===== config.mk =====
export PLATFORM = sky130hd
export DESIGN_NAME = shift4_ctrl
export DESIGN_NICKNAME = d
export VERILOG_FILES = /design/src/rtl/shift4_ctrl.sv
export SDC_FILE = /design/constraint.sdc
export NUM_CORES = 1
export LEC_CHECK = 0
export ABC_AREA = 1
export CORE_MARGIN = 5
export CORE_UTILIZATION = 29
export DETAILED_ROUTE_END_ITERATION = 10
export DONT_BUFFER_PORTS = 1
export GPL_ROUTABILITY_DRIVEN = 0
export PLACE_DENSITY_LB_ADDON = 0.15
export SYNTH_ARGS = -nofsm -noshare
export SYNTH_HDL_FRONTEND = slang
export SYNTH_SLANG_ARGS = --single-unit

===== constraint.sdc =====
create_clock -name clk -period 2.9 [get_ports clk]
set_input_delay 0.145 -clock clk [delete_from_list [all_inputs] [get_ports clk]]
set_output_delay 0.145 -clock clk [all_outputs]
set_load 0.05 [all_outputs]

===== src/rtl/shift4_ctrl.sv =====
// shift4_ctrl: round-robin two-way arbiter and sequencer for a serial shift register.
// Optional freeze input enabled by defining SHIFT4_CTRL_PAUSE_EN.
module shift4_ctrl #(
    parameter int SIZE = 4
) (
    input  logic            clk,
    input  logic            areset,
`ifdef SHIFT4_CTRL_PAUSE_EN
    input  logic            pause_i,
`endif
    input  logic [1:0]      req_valid_i,
    input  logic [SIZE-1:0] req_data0_i,
    input  logic [SIZE-1:0] req_data1_i,
    output logic [1:0]      req_ready_o,
    output logic            sr_load_o,
    output logic            sr_ena_o,
    output logic [SIZE-1:0] sr_data_o,
    input  logic [SIZE-1:0] sr_q_i,
    output logic            ser_valid_o,
    output logic            ser_bit_o,
    output logic            grant_id_o,
    output logic            frame_done_o,
    output logic            busy_o
);

    localparam int CW = (SIZE > 2) ? $clog2(SIZE) : 1;
    localparam logic [CW-1:0] LAST = CW'(SIZE - 1);

    typedef enum logic {
        IDLE  = 1'b0,
        SHIFT = 1'b1
    } state_t;

    state_t        state_q, state_d;
    logic [CW-1:0] cnt_q, cnt_d;
    logic          last_q, last_d;
    logic          gid_q, gid_d;

    logic pause;
    logic have_win;
    logic win;
    logic last_bit;
    logic slot;

`ifdef SHIFT4_CTRL_PAUSE_EN
    assign pause = pause_i;
`else
    assign pause = 1'b0;
`endif

    assign have_win   = |req_valid_i;
    assign last_bit   = (cnt_q == LAST);
    assign ser_bit_o  = sr_q_i[0];
    assign busy_o     = (state_q == SHIFT);
    assign grant_id_o = gid_q;

    // Pick the winner: a lone requester, or the one not served last.
    always_comb begin
        win = 1'b0;
        unique case (1'b1)
            (req_valid_i == 2'b01): win = 1'b0;
            (req_valid_i == 2'b10): win = 1'b1;
            (req_valid_i == 2'b11): win = ~last_q;
            (req_valid_i == 2'b00): win = 1'b0;
        endcase
    end

    // Next state and all shift-register controls.
    always_comb begin
        state_d      = state_q;
        cnt_d        = cnt_q;
        last_d       = last_q;
        gid_d        = gid_q;
        req_ready_o  = 2'b00;
        sr_load_o    = 1'b0;
        sr_ena_o     = 1'b0;
        sr_data_o    = '0;
        ser_valid_o  = 1'b0;
        frame_done_o = 1'b0;
        slot         = 1'b0;
        if (!areset) begin
            unique case (state_q)
                IDLE: begin
                    slot = 1'b1;
                end
                SHIFT: begin
                    if (!pause) begin
                        ser_valid_o = 1'b1;
                        sr_ena_o    = 1'b1;
                        if (last_bit) begin
                            frame_done_o = 1'b1;
                            slot         = 1'b1;
                            state_d      = IDLE;
                            cnt_d        = '0;
                        end else begin
                            cnt_d = cnt_q + CW'(1);
                        end
                    end
                end
                default: begin
                    state_d = IDLE;
                end
            endcase
            if (slot && have_win) begin
                req_ready_o = win ? 2'b10 : 2'b01;
                sr_load_o   = 1'b1;
                sr_data_o   = win ? req_data1_i : req_data0_i;
                last_d      = win;
                gid_d       = win;
                cnt_d       = '0;
                state_d     = SHIFT;
            end
        end
    end

    // State registers; requester 0 wins the first contention.
    always_ff @(posedge clk or posedge areset) begin
        if (areset) begin
            state_q <= IDLE;
            cnt_q   <= '0;
            last_q  <= 1'b1;
            gid_q   <= 1'b0;
        end else begin
            state_q <= state_d;
            cnt_q   <= cnt_d;
            last_q  <= last_d;
            gid_q   <= gid_d;
        end
    end

    // The register is drained on every frame end, so it is empty in IDLE.
    a_idle_empty: assert property (
        @(posedge clk) disable iff (areset)
        (state_q == IDLE) |-> (sr_q_i == '0)
    );

    // At most one requester is accepted per cycle.
    a_ready_onehot: assert property (
        @(posedge clk) disable iff (areset)
        $onehot0(req_ready_o)
    );

endmodule


==> qor.csv <==
stage,metric,value,unit
yosys,synth_seq_cells,5,
grt,grt_pass1_vias,363,
timing,hold_ws,0.07393,ns
cts,tritoncts,done,
cts,clockBufferDepth,2,
grt,use_met3,0.05199,
cts,cts_buffers,3,
timing,fin_skew,0.0006168,ns
yosys,synth_top_cell_area_share,0.2279,
power_and_ir_drop,p_leak,0.2815,nW
worst_setup_path,critPathMaxFanout,7,
yosys,synth_seq_area_share,0.2877,
status,status,"complete, no violations",
drt,viasPerCell,4.583,
timing,tightest_slew,0.6813,ns
worst_setup_path,reg2reg_depth,5,
grt,grt_pass1_wl,1593,microns
grt,antenna_found_initial,0,
placed_design,hpwl,773.1,microns
floorplanning,core-area,0.001471,sq mm
drt,ant_nets,0,
drt,drtIter0Drc,5,
worst_setup_path,cp.required,2.76,ns
final_layout,nNetsFinal,86,
worst_setup_path,r2r_end,cnt_q[0],
cts,post-cts-setup-buffers,0,
grt,top_usage_layer,met2,
worst_setup_path,critPathTopFamily,flip-flops,
grt,gr-total-overflow,0,
min_path,hold_path.startpoint,areset,
placed_design,place.port_buffers,0,
yosys,synthArstFlopShare,1.000,
min_path,hold_end,busy_o,
yosys,synthTopCellsByCount,"nand2_1, nand3_1, nor2_1",
grt,grt_use_total,0.08291,
yosys,synthAdderAreaFrac,0.02849,
yosys,yosysTopAreaCell,dfrtp_1,
floorplanning,start_util,0.2985,
cts,htree_levels,1,
yosys,synth_most_common_cell,nand2_1,
yosys,synth.distinct_cells,20,
drt,routed_wl,913,microns
drt,wl_per_cell,10.87,microns
yosys,netlist_top_cells_area,"dfrtp_1, nand2_1, nand3_1",
worst_setup_path,path_class,reg -> out,
timing,drv_slew,0,
grt,use_met1,0.08333,
timing,hold_violations,0,
power_and_ir_drop,irDropWorstVdd,0.3928,mV
cts,clockRootBuffer,clkbuf_4,
worst_setup_path,crit_path_cell_trace,nand2_2 > nand3_4 > a21oi_2,
final_layout,final_area,499.2,sq um
final_layout,area_growth,13.68,%
worst_setup_path,cp_slowest_stage_delay,0.58,ns
grt,grt_max_degree,9,
yosys,synthFlopType,dfrtp_1,
yosys,synth_edf_count,0,
cts,clkLatencyLatePin,0.24,ns
yosys,synth_area,439.2,sq um
flow_run,maxCapViolations,0,
yosys,synth_top_family_by_area,simple AND/OR/NAND/NOR gates,
yosys,synth_mux_area_frac,0,
grt,use_met2,0.1261,
timing,min_period_over_period,0.6306,
worst_setup_path,crit_slowest_cell,dfrtp_1,
min_path,min_path_cells,2,
yosys,syn_area_per_cell,7.083,sq um
min_path,min_path_type,in -> reg,
yosys,syn_inst,62,
floorplanning,dieArea,0.002393,sq mm
worst_setup_path,r2r-start,busy_o,
worst_setup_path,crit_path_end_kind,output port,
timing,rsz0062_at_grt,false,
floorplanning,die_y,48.92,microns
yosys,synth_nets,79,
floorplanning,dieWidth,48.92,microns
timing,max-slew-margin-rel,0.5447,
power_and_ir_drop,p_per_area,1003,mW/mm^2
drt,drcViolationCount,0,
yosys,synth_compound_area_frac,0.03134,
worst_setup_path,startpoint_type,flop,
timing,setup_violations,0,
worst_setup_path,r2r_slack,1.23,ns
final_layout,diodes,0,
final_layout,nFillCells,180,
drt,num_vias,385,
timing,period_minus_slack,1.829,ns
cts,clock_sinks,5,
cts,ctsResizeCount,0,
worst_setup_path,arrival,1.68,ns
final_layout,drive_above_1_share,0.3382,
floorplanning,fp-row-count,14,
cts,clk_pin_slew,0.04,ns
timing,setup-tns-final,0,ns
yosys,ys_warn_count,0,
timing,clock.fmax,546.8,MHz
placed_design,post_dp_cell_area,462.9,sq um
floorplanning,num_io_pins,29,
yosys,synthSimpleGateAreaFrac,0.4900,
worst_setup_path,cp_num_buf_inv,0,
drt,dr.pass1.iters,3,
yosys,synth-xor-area-share,0,
-- cells by family (layout without fill, tap and decap cells) --
logic type               after synthesis  after routing
AO/OA/AOI/OAI                          2              2
adder cells (fa/ha/maj)                1              1
flip-flops                             5              5
buffers and inverters                 13             19
AND/OR/NAND/NOR                       41             41
-- state kept, by name, indices dropped and copies added, names as in the netlist --
register,flops
busy_o,1
cnt_q,2
grant_id_o,1
last_q,1
-- metal layers --
| layer | share of wire | up-vias | wire [microns] |
|---|---|---|---|
| li1 | - | 203 | - |
| met1 | 0.38 | 168 | 345 |
| met2 | 0.50 | 14 | 456 |
| met3 | 0.12 | 0 | 111 |
| met4 | 0 | 0 | 0 |
| met5 | 0 | - | 0 |
-- report_power, final --
part	switching [mW]	total, mW	internal, mW	leakage (nW)
sequential	0.0677	0.173	0.105	0.0583
combinational	0.181	0.248	0.0669	0.208
clock	0.0277	0.0797	0.0520	0.0150
-- how the worst max path moves through the flow --
| stage | startpoint | end | cells after the start |
|---|---|---|---|
| 6_report | busy_o | req_ready_o[0] | 3 |
| 4_1_cts | busy_o | req_ready_o[0] | 3 |
| 3_5_place_dp | busy_o | cnt_q[1] | 5 |
| 2_1_floorplan | busy_o | frame_done_o | 2 |
| 3_3_place_gp | busy_o | cnt_q[0] | 5 |
| 5_1_grt | busy_o | req_ready_o[0] | 3 |
-- area by class of cell --
type / count / area (sq um) / area share
multi-input combinational: 44 / 241.5 / 0.4837
sequential: 5 / 126.4 / 0.2531
timing repair buffer: 6 / 47.55 / 0.09524
inverter: 9 / 37.54 / 0.07519
clock buffer: 4 / 26.28 / 0.05263
tap: 16 / 20.02 / 0.04010
-- stage by stage --
| stage | worst slack (ns) | instances | utilization | total power, mW |
|---|---|---|---|---|
| 2_1_floorplan | 0.8850 | 62 | - | 0.3983 |
| 3_3_place_gp | 1.231 | 79 | 0.3146 | 0.4249 |
| 3_5_place_dp | 1.229 | 79 | 0.3146 | 0.4258 |
| 4_1_cts | 1.035 | 84 | 0.3393 | 0.5104 |
| 5_1_grt | 1.012 | 84 | 0.3393 | 0.5403 |
| 6_report | 1.071 | 84 | 0.3393 | 0.5005 |
-- repair_timing --
item,in CTS,in global routing
hold buffers,1,0
hold endpoints to repair,5,0
setup endpoints to repair,0,0
-- placed cells by master, fill, tap and decap left out, types with 2 or more instances in the layout --
cell type / instances
nand2_4: 3
inv_2: 4
clkbuf_4: 3
nand2_2: 2
dfrtp_1: 4
inv_1: 3
nand3_1: 7
buf_4: 5
nand2_1: 20
nor2_1: 5
Note: power is estimated with default switching activity, not from simulation.
